$ cat config.mk
export PLATFORM = sky130hd
export DESIGN_NAME = fpa_result_collector
export DESIGN_NICKNAME = d
export VERILOG_FILES = /design/src/rtl/fpa_pkg.sv /design/src/rtl/fpa_res_fifo.sv /design/src/rtl/fpa_result_collector.sv
export SDC_FILE = /design/constraint.sdc
export NUM_CORES = 1
export LEC_CHECK = 0
export CAP_MARGIN = 0
export CORE_ASPECT_RATIO = 1.2
export CORE_MARGIN = 2
export CORE_UTILIZATION = 60
export DETAILED_ROUTE_END_ITERATION = 6
export GPL_ROUTABILITY_DRIVEN = 0
export PLACE_DENSITY = 0.81
export SLEW_MARGIN = 10
export SYNTH_ARGS = -nofsm -noshare
export SYNTH_HDL_FRONTEND = slang
export SYNTH_SLANG_ARGS = --single-unit
$ cat constraint.sdc
create_clock -name clk -period 3.4 [get_ports clk]
set_input_delay 0.85 -clock clk [delete_from_list [all_inputs] [get_ports clk]]
set_output_delay 0.85 -clock clk [all_outputs]
set_load 0.05 [all_outputs]
$ cat src/rtl/fpa_pkg.sv
// fpa_pkg: float field positions, class flag indices and a result classifier
package fpa_pkg;
  localparam int SIGN_BIT = 31;
  localparam int EXP_HI = 30;
  localparam int EXP_LO = 23;
  localparam int FRAC_HI = 22;
  localparam int FLG_NAN = 3;
  localparam int FLG_INF = 2;
  localparam int FLG_ZERO = 1;
  localparam int FLG_SUB = 0;
  function automatic logic [3:0] classify(input logic [31:0] w);
    logic [7:0] e;
    logic f;
    e = w[EXP_HI:EXP_LO];
    f = |w[FRAC_HI:0];
    classify = '0;
    classify[FLG_NAN] = &e & f;
    classify[FLG_INF] = &e & ~f;
    classify[FLG_ZERO] = ~|e & ~f;
    classify[FLG_SUB] = ~|e & f;
  endfunction
endpackage

$ cat src/rtl/fpa_res_fifo.sv
// fpa_res_fifo: first-word-fall-through result FIFO with registered head storage
module fpa_res_fifo #(
  parameter int DEPTH = 8,
  parameter int W = 40
) (
  input  logic                       clk,
  input  logic                       rst,
  input  logic                       push,
  input  logic [W-1:0]               push_data,
  input  logic                       pop,
  output logic                       out_valid,
  output logic [W-1:0]               head,
  output logic [$clog2(DEPTH):0]     occupancy
);
  localparam int AW = $clog2(DEPTH);
  localparam int OW = AW + 1;
  logic [DEPTH-1:0][W-1:0] mem_q, mem_d;
  logic [AW-1:0] wr_q, wr_d, rd_q, rd_d;
  logic [OW-1:0] occ_q, occ_d;
  logic do_pop;
  always_comb begin
    do_pop = pop & (occ_q != '0);
    mem_d = mem_q;
    if (push) mem_d[wr_q] = push_data;
    wr_d = wr_q + AW'(push);
    rd_d = rd_q + AW'(do_pop);
    occ_d = occ_q + OW'(push) - OW'(do_pop);
  end
  always_ff @(posedge clk or negedge rst) begin
    if (!rst) begin
      mem_q <= '0;
      wr_q <= '0;
      rd_q <= '0;
      occ_q <= '0;
    end else begin
      mem_q <= mem_d;
      wr_q <= wr_d;
      rd_q <= rd_d;
      occ_q <= occ_d;
    end
  end
  assign out_valid = occ_q != '0;
  assign head = mem_q[rd_q];
  assign occupancy = occ_q;
endmodule

$ cat src/rtl/fpa_result_collector.sv
// fpa_result_collector: tags adder issues, captures and classifies results, credit-gated FIFO
module fpa_result_collector
  import fpa_pkg::*;
#(
  parameter int FPA_LAT = 7,
  parameter int DEPTH = 8,
  parameter int TAG_W = 4
) (
  input  logic                   clk,
  input  logic                   rst,
  input  logic                   iss_valid,
  input  logic [TAG_W-1:0]       iss_tag,
  output logic                   iss_ready,
  input  logic [31:0]            fpa_c,
  output logic                   out_valid,
  input  logic                   out_ready,
  output logic [31:0]            out_data,
  output logic [TAG_W-1:0]       out_tag,
  output logic [3:0]             out_flags,
  output logic [$clog2(DEPTH):0] occupancy,
  output logic                   err_iss
);
  localparam int OW = $clog2(DEPTH) + 1;
  localparam int CW = OW + 1;
  localparam int W = 32 + TAG_W + 4;
  logic [FPA_LAT-1:0] vld_q, vld_d;
  logic [FPA_LAT-1:0][TAG_W-1:0] tag_q, tag_d;
  logic [OW-1:0] infl_q, infl_d;
  logic err_q, err_d;
  logic acc, cap;
  logic [W-1:0] head;
  // credit counts both queued and in-flight results so a capture always has a slot
  assign iss_ready = (CW'(occupancy) + CW'(infl_q)) < CW'(DEPTH);
  always_comb begin
    acc = iss_valid & iss_ready;
    cap = vld_q[FPA_LAT-1];
    vld_d = {vld_q[FPA_LAT-2:0], acc};
    tag_d = {tag_q[FPA_LAT-2:0], iss_tag};
    infl_d = infl_q + OW'(acc) - OW'(cap);
    err_d = err_q | (iss_valid & ~iss_ready);
  end
  always_ff @(posedge clk or negedge rst) begin
    if (!rst) begin
      vld_q <= '0;
      tag_q <= '0;
      infl_q <= '0;
      err_q <= 1'b0;
    end else begin
      vld_q <= vld_d;
      tag_q <= tag_d;
      infl_q <= infl_d;
      err_q <= err_d;
    end
  end
  fpa_res_fifo #(.DEPTH(DEPTH), .W(W)) u_fifo (
    .clk      (clk),
    .rst      (rst),
    .push     (cap),
    .push_data({fpa_c, tag_q[FPA_LAT-1], classify(fpa_c)}),
    .pop      (out_ready),
    .out_valid(out_valid),
    .head     (head),
    .occupancy(occupancy)
  );
  assign {out_data, out_tag, out_flags} = head;
  assign err_iss = err_q;
endmodule

Word level (Yosys, flattened, before mapping)
Index checks and enable logic that the tools add are counted.
- bits of input ports: 40
- latch bits: 0
- bits in read-only memories: 0
- bits in writable memories: 0
- flip-flop bits (word level): 370
- memories: 0
- output and inout port bits: 47
- logic and storage cells: 53
- reductions and logical operators: 6
- mux-type cells: 5
- shift-type cells: 0
- multiply operators: 0
- bitwise gates (word level): 10
- magnitude comparators: 4
- equality and inequality tests: 0
- div/mod/pow operators: 0
- $add $sub $neg: 7
- operator list (cell ; count):
    $bwmux W320 ; 1
    $bmux W40 S3 ; 1
    $demux W40 S3 ; 1
    $mux W40 ; 2
    $reduce_or A23 Y1 ; 1
    $add A4 B1 Y4 ; 2
    $lt A3 B4 Y1 const B ; 2
    $reduce_and A8 Y1 ; 1
    $reduce_or A8 Y1 ; 1
    $sub A4 B1 Y4 ; 2
    $and A1 B1 Y1 ; 7
    $add A3 B1 Y3 ; 2
    $add A4 B4 Y5 ; 1
    $lt A5 B4 Y1 const B ; 1
    $reduce_bool A4 Y1 ; 1
    $ge A3 B1 Y1 const B ; 1
    $not A1 Y1 ; 2
    $logic_and A1 B1 Y1 ; 1
    $logic_not A1 Y1 ; 1
    $or A1 B1 Y1 ; 1

Depth between registers and ports, before layout
Gate-level depths: netlist (run 1).
- depth after elaboration: 5
- gate-level depth with buffers: 10
- mapped depth without buffers: 10

Cells and area by module
A second synthesis (run 1) with hierarchy kept.
- cell total of the unflattened synthesis: 947
- area total of the unflattened synthesis: 16042.9 µm²
- by module, submodules not included (module ; area an instance (µm²) ; times used ; sequential area each (µm²) ; cells an instance):
    fpa_res_fifo ; 14699.1 ; 1 ; 8257.9 ; 862
    fpa_result_collector ; 1343.8 ; 1 ; 1001.0 ; 85

Worst setup path before layout (run 1)
Ideal clock, no wire load.
- kind: reg2reg
- from: register u_fifo.occ_q[1] (netlist: u_fifo.occupancy[1])
- to: register infl_q[2]
- period minus slack after synthesis: 5.451 ns
- stages on the path, launching flop included: 11
- path buffers: 0
- arrival time: 5.329 ns
- required time: 3.277 ns
- setup time: 0.123 ns
- path slack: -2.051 ns
- path through: dfrtp_1 > ha_1 > a31o_2 > a2111oi_0 > nand2_1 > ha_1 > inv_1 > ha_1 > inv_1 > fa_1 > xnor2_1
- cells in the longest elaborated chain, start to end: 5
- RTL lines (item ; line ; text):
    from (decl) ; fpa_res_fifo.sv:19 ; logic [OW-1:0] occ_q, occ_d;
    from (signal assigned) ; fpa_res_fifo.sv:34 ; occ_q <= '0;
    from (signal assigned) ; fpa_res_fifo.sv:39 ; occ_q <= occ_d;
    $add A4 B4 Y5 ; fpa_result_collector.sv:33 ; assign iss_ready = (CW'(occupancy) + CW'(infl_q)) < CW'(DEPTH);
    $lt A5 B4 Y1 ; fpa_result_collector.sv:33 ;
    net iss_ready ; fpa_result_collector.sv:13 ; output logic iss_ready,
    $and A1 B1 Y1 ; fpa_result_collector.sv:35 ; acc = iss_valid & iss_ready;
    $add A4 B1 Y4 ; fpa_result_collector.sv:39 ; infl_d = infl_q + OW'(acc) - OW'(cap);
    $sub A4 B1 Y4 ; fpa_result_collector.sv:39 ;
    net infl_d[2] ; fpa_result_collector.sv:28 ; logic [OW-1:0] infl_q, infl_d;
    to (signal assigned) ; fpa_result_collector.sv:51 ; infl_q <= infl_d;
    to (decl) ; fpa_result_collector.sv:28 ;
The timed path passes the listed nets, and every way through them passes these cells.
A chain may end at the register's enable or synchronous reset.

Worst setup path after layout (run 1)
- from: register u_fifo.rd_q[1]
- to: output out_data[31]
- cells in the longest elaborated chain, start to end: 2
- RTL lines (item ; line ; text):
    from (decl) ; fpa_res_fifo.sv:18 ; logic [AW-1:0] wr_q, wr_d, rd_q, rd_d;
    from (signal assigned) ; fpa_res_fifo.sv:38 ; rd_q <= rd_d;
    $bmux W40 S3 ; fpa_res_fifo.sv:43 ; assign head = mem_q[rd_q];
    $mux W40 (implied by the code) ; fpa_res_fifo.sv:43 ;
    to (decl) ; fpa_result_collector.sv:17 ; output logic [31:0] out_data,
No other way between the ends. The select of a mux whose other input is x is not followed.

==> Implementation_results.wiki, run 1 <==
{| class="wikitable"
! Metric !! Value
|-
| Syn_area_per_cell || between 10 and 15 um^2
|-
| Number of pins with negative max-slew slack in the final report || 0
|-
| Largest net degree at the start of global routing || between 80 and 90
|-
| Arrival time reported for the critical path endpoint || between 2000 and 2500 ps
|-
| Synth cell types || 37
|-
| Area of the mapped netlist || 16300 um^2
|-
| Worst Tran Pin Value || 835 ps
|-
| Data required time of the worst path || 2550 ps
|-
| Antenna diode instance count || 0
|-
| Remaining routing DRC violations || 0
|-
| Number of warnings issued by yosys || 0
|-
| Resized Gates After CTS || 0
|-
| Adder and majority cell fraction of the synthesized area || ~1.5%
|-
| Final Net Count || around 1500
|-
| Vias per std cell || between 6 and 7
|-
| Starting utilization of the core area || about 60%
|-
| Gr usage total || between 20 and 30%
|-
| Clock-pin slew of the registers on the worst-case setup and hold paths || roughly 60 ps
|-
| Net switching component of the power || 0.00786 W
|-
| Die X-Extent || 155 um
|-
| Cell area after layout || 18800 um^2
|-
| Sequential share of power || a little over a third
|-
| Overall overflow remaining after global route || 0
|-
| Total placed cells including tap cells || ~1700
|-
| Max FO, Critical Path || 18
|-
| Post-route insts no fill || 1765
|-
| Worst IR drop on VDD || 0.750 mV
|-
| Area of the multi-input gates || between 6000 and 7000 um^2
|-
| Syn-to-layout area delta || 15.5%
|-
| Startpoint kind of the worst setup timing path || flop
|-
| Commonest non-fill, non-tap cells in the layout || 469 x sky130_fd_sc_hd__nand2_1, 367 x sky130_fd_sc_hd__dfrtp_1, 182 x sky130_fd_sc_hd__mux2_2
|-
| Insertion delay of the later-clocked pin in the worst-skew pair || roughly 510 ps
|-
| Result of the run || completed
|-
| Multiplexer share of the synthesized area || roughly a quarter
|-
| Power Total || roughly 0.021 W
|-
| Total number of H-tree levels || 2
|-
| Core Rows || 66
|-
| Area enclosed by the die boundary || between 20000 and 30000 um^2
|-
| Placed Instance Area || 17500 um^2
|-
| Final hold vios || 0
|-
| Part of the Yosys area used for sequential elements || a little under three fifths
|-
| Dominant combinational cell family by area after synthesis || multiplexers
|-
| Count of vias placed by the detailed router || between 10000 and 15000
|-
| Share of the synthesized netlist area taken by xor and xnor gates || less than 1%
|-
| Pleak || between 8 and 9 nW
|-
| Final setup violation count || 0
|-
| Total length of routed wires || about 38000 um
|-
| Total half-perimeter wirelength after legalization and detailed placement || around 23000 um
|-
| Number of buffers created by CTS || 37
|-
| First-pass GRT wire length || roughly 60000 um
|-
| Setup clock skew after layout || 13.5 ps
|-
| Die span in y || between 150 and 200 um
|-
| Clk sink count || 370
|-
| Wire length per cell || about 22 um
|-
| Final-layout setup total negative slack || 0 ps
|-
| Combined flip-flop and latch cell area || a little over 9000 um^2
|-
| Ratio of cells with drive above 1 in the final layout || 30.7%
|-
| Number of antenna violations at the first check in global routing || 1
|-
| TritonCTS clock tree || built
|-
| Final core utilization || around 70%
|-
| Number of input and output port buffers inserted || 86
|-
| Cell count after synthesis || approximately 1300
|-
| Depth of the worst register-to-register path || 10
|-
| Number of top-level pins || between 80 and 90
|-
| Power density cells || ~1100 nW/um^2
|-
| Combinational group share of total power || 43.9%
|-
| Post-synthesis compound-gate area fraction || approximately 1.7%
|-
| Category of the most critical setup path || flop to primary output
|-
| Crit end category || primary output
|-
| TritonRoute pass-1 iters || 5
|-
| Int Power || between 0.01 and 0.015 W
|-
| Iter 0 DRT Violations || 907
|-
| Worst R2R Setup Slack || 640 ps
|-
| Type of the tightest min-delay check || input port to async pin
|-
| Placeable core area || 26900 um^2
|-
| Fraction of the mapped netlist area in simple logic gates || ~12%
|-
| Number of synthesized register bits || 370
|-
| Via count of the first global-routing pass || approximately 11000
|-
| Final antenna-violating net count || 0
|-
| Maximum operating frequency || around 0.31 GHz
|-
| Share of total power consumed by net switching || a little under two fifths
|-
| Fill cells || 1774
|-
| Mapped Nets || around 1400
|-
| Final critical path time including I/O delays and setup || about 3200 ps
|-
| Most frequent standard cell in the layout excluding fill and tap cells || sky130_fd_sc_hd__nand2_1
|-
| Final period utilization || around 94%
|-
| Maximum count of clock buffers along a single path || 3
|-
| Launching point of the worst reg2reg path || u_fifo.occupancy[1]
|-
| Unrepaired setup endpoints after global routing || false
|-
| Slew headroom || around 44%
|-
| Power share of the clock group || roughly a fifth
|-
| Max_cap viols || 0
|-
| Library cell used as clock root buffer || sky130_fd_sc_hd__clkbuf_16
|-
| Endpoint of the worst register-to-register path || infl_q[2]
|}
-- power groups by stage --
stage | clock network (W) | registers, W | logic (W)
2_1_floorplan | 0 | 0.00716 | 0.00702
3_3_place_gp | 0 | 0.00761 | 0.00871
3_5_place_dp | 0 | 0.00772 | 0.00896
4_1_cts | 0.00431 | 0.00764 | 0.00913
5_1_grt | 0.00452 | 0.00778 | 0.00989
6_report | 0.00426 | 0.00760 | 0.00927
-- worst max-delay path by stage --
stage	from	endpoint	slack, ps	depth (start not counted)
3_5_place_dp	fpa_c[1]	u_fifo.mem_q[123]	320	5
3_3_place_gp	u_fifo.rd_q[0]	out_data[26]	400	4
2_1_floorplan	u_fifo.occupancy[1]	infl_q[2]	8	10
4_1_cts	u_fifo.rd_q[0]	out_data[26]	9	4
5_1_grt	u_fifo.rd_q[0]	out_data[3]	120	5
6_report	u_fifo.rd_q[1]	out_data[31]	190	4
-- synth_stat cells --
| cell | number | area (um^2) |
|---|---|---|
| sky130_fd_sc_hd__o31ai_2 | 2 | 25.0 |
| sky130_fd_sc_hd__mux2_1 | 2 | 22.5 |
| sky130_fd_sc_hd__o31ai_1 | 14 | 105 |
| sky130_fd_sc_hd__ha_1 | 16 | 200 |
| sky130_fd_sc_hd__mux2_2 | 182 | 2050 |
| sky130_fd_sc_hd__nand4_1 | 3 | 18.8 |
| sky130_fd_sc_hd__buf_2 | 41 | 205 |
| sky130_fd_sc_hd__nand3_1 | 4 | 20.0 |
| sky130_fd_sc_hd__nand4_2 | 1 | 12.5 |
| sky130_fd_sc_hd__nor3_1 | 1 | 5.00 |
| sky130_fd_sc_hd__nor4_1 | 4 | 25.0 |
| sky130_fd_sc_hd__xor2_1 | 3 | 26.3 |
| sky130_fd_sc_hd__or2_1 | 1 | 6.26 |
| sky130_fd_sc_hd__clkbuf_1 | 46 | 173 |
| sky130_fd_sc_hd__a31o_2 | 1 | 8.76 |
| sky130_fd_sc_hd__buf_6 | 5 | 56.3 |
| sky130_fd_sc_hd__xnor2_1 | 4 | 35.0 |
| sky130_fd_sc_hd__nand3_2 | 1 | 10.0 |
| sky130_fd_sc_hd__inv_1 | 16 | 60.1 |
| sky130_fd_sc_hd__buf_8 | 3 | 45.0 |
| sky130_fd_sc_hd__nor2b_1 | 3 | 18.8 |
| sky130_fd_sc_hd__o21bai_1 | 3 | 22.5 |
| sky130_fd_sc_hd__or2_2 | 1 | 6.26 |
| sky130_fd_sc_hd__fa_1 | 2 | 40.0 |
| sky130_fd_sc_hd__a21oi_1 | 2 | 10.0 |
| sky130_fd_sc_hd__and2_1 | 4 | 25.0 |
| sky130_fd_sc_hd__nor4_4 | 3 | 63.8 |
| sky130_fd_sc_hd__o21ai_0 | 16 | 80.1 |
| sky130_fd_sc_hd__nor2_1 | 1 | 3.75 |
| sky130_fd_sc_hd__a21o_1 | 2 | 15.0 |
| sky130_fd_sc_hd__nand2_1 | 470 | 1760 |
| sky130_fd_sc_hd__mux4_2 | 80 | 1800 |
| sky130_fd_sc_hd__buf_1 | 5 | 18.8 |
| sky130_fd_sc_hd__buf_4 | 9 | 67.6 |
| sky130_fd_sc_hd__dfrtp_1 | 370 | 9260 |
| sky130_fd_sc_hd__a2111oi_0 | 1 | 8.76 |
| sky130_fd_sc_hd__and3_1 | 1 | 6.26 |
-- metal layers --
layer,global-route usage (%),share of wire (%)
met1,34.9,39
met5,0,0.031
met3,5.55,6.0
met4,11.8,3.4
met2,46.0,51
-- cell families after synthesis --
group	Yosys count
simple gates	498
mux	264
fa+ha+maj	18
buf+inv	125
xor+xnor	7
compound gates	41
flops	370
-- worst max-delay path: stages, from the launching register on --
cell,delay [ps]
sky130_fd_sc_hd__dfrtp_4,650
sky130_fd_sc_hd__buf_4,350
sky130_fd_sc_hd__mux4_2,360
sky130_fd_sc_hd__mux2_2,270
sky130_fd_sc_hd__buf_4,190
-- through the flow --
step | hold WS (ps) | setup slack, ps
CTS | 346 | 8.66
floorplan | 331 | 8.43
finish | 340 | 193
global route | 356 | 123
detailed placement | 335 | 323
global placement | 333 | 395
-- timing repair --
action | 4_1_cts | 5_1_grt
hold buffers | 0 | 0
setup endpoints to repair | 30 | 15
buffers inserted | 1 | 7
cloned | 0 | 0
hold endpoints to repair | 0 | 0
-- area by class of cell --
type / count / area share [%]
clock buffer: 48 / 5.29
tap: 340 / 2.26
multi-input combinational: 828 / 34.3
sequential: 370 / 49.2
timing repair buffer: 148 / 7.26
clock inverter: 15 / 1.37
inverter: 16 / 0.319
-- flip-flops by register name (all words and copies together), names as in the netlist, 3 cells and up --
signal	cells
u_fifo.mem_q	320
tag_d	24
vld_q	7
infl_q	4
tag_q	4
u_fifo.occupancy	4
u_fifo.rd_q	3
u_fifo.wr_q	3
(Power assumes the default switching activity.)
==> run 2, diff against run 1 <==
ABC_CLOCK_PERIOD_IN_PS = 3400   (was unset)
TNS_END_PERCENT = 100   (was unset)
==> results of run 2 <==
Final layout, timing and power as in run 1 (identical DEF).
==> run 3, diff against run 2 <==
SETUP_SLACK_MARGIN = 0.5   (was unset)
==> Implementation_results.wiki, run 3 (synthesized netlist as in run 1, its figures left out) <==
{| class="wikitable"
! Metric !! Value
|-
| Worst R2R Setup Slack || 630 ps (about the same)
|-
| Number of top-level pins || 87 (unchanged)
|-
| Remaining routing DRC violations || 0 (unchanged)
|-
| Final Net Count || 1464 (+0.34%)
|-
| Count of vias placed by the detailed router || 10700 (+1.3%)
|-
| First-pass GRT wire length || 62400 um (+3.6%)
|-
| Core Rows || 66 (unchanged)
|-
| Number of input and output port buffers inserted || 86 (unchanged)
|-
| Length of routed met3 wiring || 2710 um (+18%)
|-
| Worst Tran Pin Value || 857 ps (+22.2 ps)
|-
| Commonest non-fill, non-tap cells in the layout || 469 x sky130_fd_sc_hd__nand2_1, 365 x sky130_fd_sc_hd__dfrtp_1, 155 x sky130_fd_sc_hd__mux2_2
|-
| Insertion delay of the later-clocked pin in the worst-skew pair || 530 ps (+20 ps)
|-
| Worst IR drop on VDD || 1.28 mV (+70%)
|-
| Arrival time reported for the critical path endpoint || 2340 ps (-20 ps)
|-
| Overall overflow remaining after global route || 0 (unchanged)
|-
| Library cell used as clock root buffer || sky130_fd_sc_hd__clkbuf_16
|-
| Final period utilization || 93.9% (-0.41 points)
|-
| Area enclosed by the die boundary || 28500 um^2 (unchanged)
|-
| Setup clock skew after layout || 11.3 ps (-2.19 ps)
|-
| Depth of the worst register-to-register path || 11 (+1)
|-
| Final critical path time including I/O delays and setup || 3190 ps (-13.9 ps)
|-
| Final antenna-violating net count || 0 (unchanged)
|-
| Gr usage total || 28.3% (+0.98 points)
|-
| Total number of H-tree levels || 2 (unchanged)
|-
| Placeable core area || 26900 um^2 (unchanged)
|-
| Die span in y || 185 um (unchanged)
|-
| Maximum operating frequency || 0.313 GHz (+0.44%)
|-
| Antenna diode instance count || 0 (unchanged)
|-
| Type of the tightest min-delay check || input port to async pin
|-
| Number of pins with negative max-slew slack in the final report || 0 (unchanged)
|-
| Worst hold slack || 310 ps (-30.2 ps)
|-
| Number of flip-flops under the largest register name || 320 (unchanged)
|-
| Category of the most critical setup path || flop to primary output
|-
| Met2 wire len || 20500 um (+4.5%)
|-
| Routed metal-1 wire length || 15200 um (+1.0%)
|-
| Most frequent standard cell in the layout excluding fill and tap cells || sky130_fd_sc_hd__nand2_1
|-
| Origin of the worst setup path || u_fifo.rd_q[0]
|-
| Data required time of the worst path || 2550 ps (about the same)
|-
| Syn-to-layout area delta || 18.7%
|-
| Vias per std cell || 6.07 (+1.1%)
|-
| Iter 0 DRT Violations || 1044 (+15%)
|-
| Number of antenna violations at the first check in global routing || 1 (unchanged)
|-
| Clock-pin slew of the registers on the worst-case setup and hold paths || 60 ps (about the same)
|-
| TritonCTS clock tree || built
|-
| Power density cells || 1160 nW/um^2 (+3.2%)
|-
| Launching point of the worst reg2reg path || u_fifo.occupancy[1]
|-
| Register bank with the most flops || u_fifo.mem_q
|-
| Largest net degree at the start of global routing || 84 (+2.4%)
|-
| Final hold vios || 0 (unchanged)
|-
| Final-layout setup total negative slack || 0 ps (unchanged)
|-
| Crit end category || primary output
|-
| Die X-Extent || 155 um (unchanged)
|-
| Highest metal layer with signal wires || met5
|-
| Via count of the first global-routing pass || 11600 (+2.1%)
|-
| # hold bufs at CTS || 0 (unchanged)
|-
| Fill cells || 1672 (-5.7%)
|-
| Endpoint of the worst register-to-register path || infl_q[2]
|-
| End point of the critical path || out_data[21]
|-
| Unrepaired setup endpoints after global routing || true
|-
| Slew headroom || 42.8% (-1.4 points)
|-
| Startpoint kind of the worst setup timing path || flop
|-
| Final setup violation count || 0 (unchanged)
|-
| Maximum count of clock buffers along a single path || 3 (unchanged)
|-
| Number of buffers created by CTS || 37 (unchanged)
|-
| Max_cap viols || 0 (unchanged)
|-
| Total length of routed wires || 39600 um (+3.4%)
|-
| Total half-perimeter wirelength after legalization and detailed placement || 22900 um (+0.93%)
|-
| Max FO, Critical Path || 6 (-12)
|-
| Result of the run || completed
|-
| TritonRoute pass-1 iters || 5 (unchanged)
|-
| Wire length per cell || 22.4 um (+3.2%)
|-
| Ratio of cells with drive above 1 in the final layout || 31.2% (+0.47 points)
|-
| Starting utilization of the core area || 60.6% (unchanged)
|-
| Pleak || 8.90 nW (+3.3%)
|-
| Clk sink count || 370 (unchanged)
|}
-- run 3: power breakdown --
part           internal [W]  switching (W)
Combinational       0.00543        0.00550
Sequential          0.00638        0.00112
Clock               0.00234        0.00166
Total                0.0142        0.00828
-- run 3: worst min path at each step --
stage	startpoint	to	slack, ps	depth (start not counted)
2_1_floorplan	tag_d[6]	tag_d[10]	330	0
6_report	rst	u_fifo.mem_q[33]	310	1
4_1_cts	rst	u_fifo.mem_q[33]	350	1
3_5_place_dp	tag_d[8]	tag_d[12]	330	0
3_3_place_gp	vld_q[4]	vld_q[5]	330	0
5_1_grt	tag_d[21]	tag_d[25]	350	0
-- run 3: what timing repair did --
| item | in CTS | in global routing |
|---|---|---|
| cloned | 2 | 5 |
| endpoints found under the setup margin | 42 | 41 |
| pin swaps | 0 | 3 |
| setup buffers | 9 | 3 |
| gates resized for setup | 20 | 81 |
-- run 3: layout make-up --
| cell class | instances | area (um^2) | area share, % |
|---|---|---|---|
| Clock buffer | 57 | 1120 | 5.80 |
| Clock inverter | 5 | 53.8 | 0.278 |
| Inverter | 16 | 60.1 | 0.310 |
| Multi-Input combinational cell | 828 | 6600 | 34.1 |
| Sequential cell | 370 | 9270 | 47.9 |
| Tap cell | 340 | 425 | 2.20 |
| Timing Repair Buffer | 153 | 1840 | 9.49 |
-- run 3: routing by layer --
| layer | track usage, % | vias up |
|---|---|---|
| met5 | 0 | - |
| met4 | 9.52 | 2 |
| met3 | 4.56 | 95 |
| met2 | 49.0 | 459 |
| met1 | 36.9 | 5548 |
| li1 | - | 4630 |
-- run 3: stage by stage --
| stage | instance area, um^2 | worst slack [ps] | util [%] | instances | total power [W] |
|---|---|---|---|---|---|
| CTS | 18900 | 205 | 70.3 | 1761 | 0.0213 |
| global route | 19400 | 184 | 72.0 | 1769 | 0.0235 |
| floorplan | 16400 | 298 | - | 1323 | 0.0142 |
| global placement | 17500 | 412 | 65.1 | 1688 | 0.0164 |
| detailed placement | 17500 | 372 | 65.1 | 1688 | 0.0168 |
| finish | 19400 | 207 | 72.0 | 1769 | 0.0224 |
-- run 3: worst max-delay path: stages, from the launching register on --
cell	delay [ps]
sky130_fd_sc_hd__dfrtp_4	480
sky130_fd_sc_hd__clkbuf_16	200
sky130_fd_sc_hd__clkbuf_16	180
sky130_fd_sc_hd__mux4_2	510
sky130_fd_sc_hd__mux2_4	280
sky130_fd_sc_hd__buf_8	150
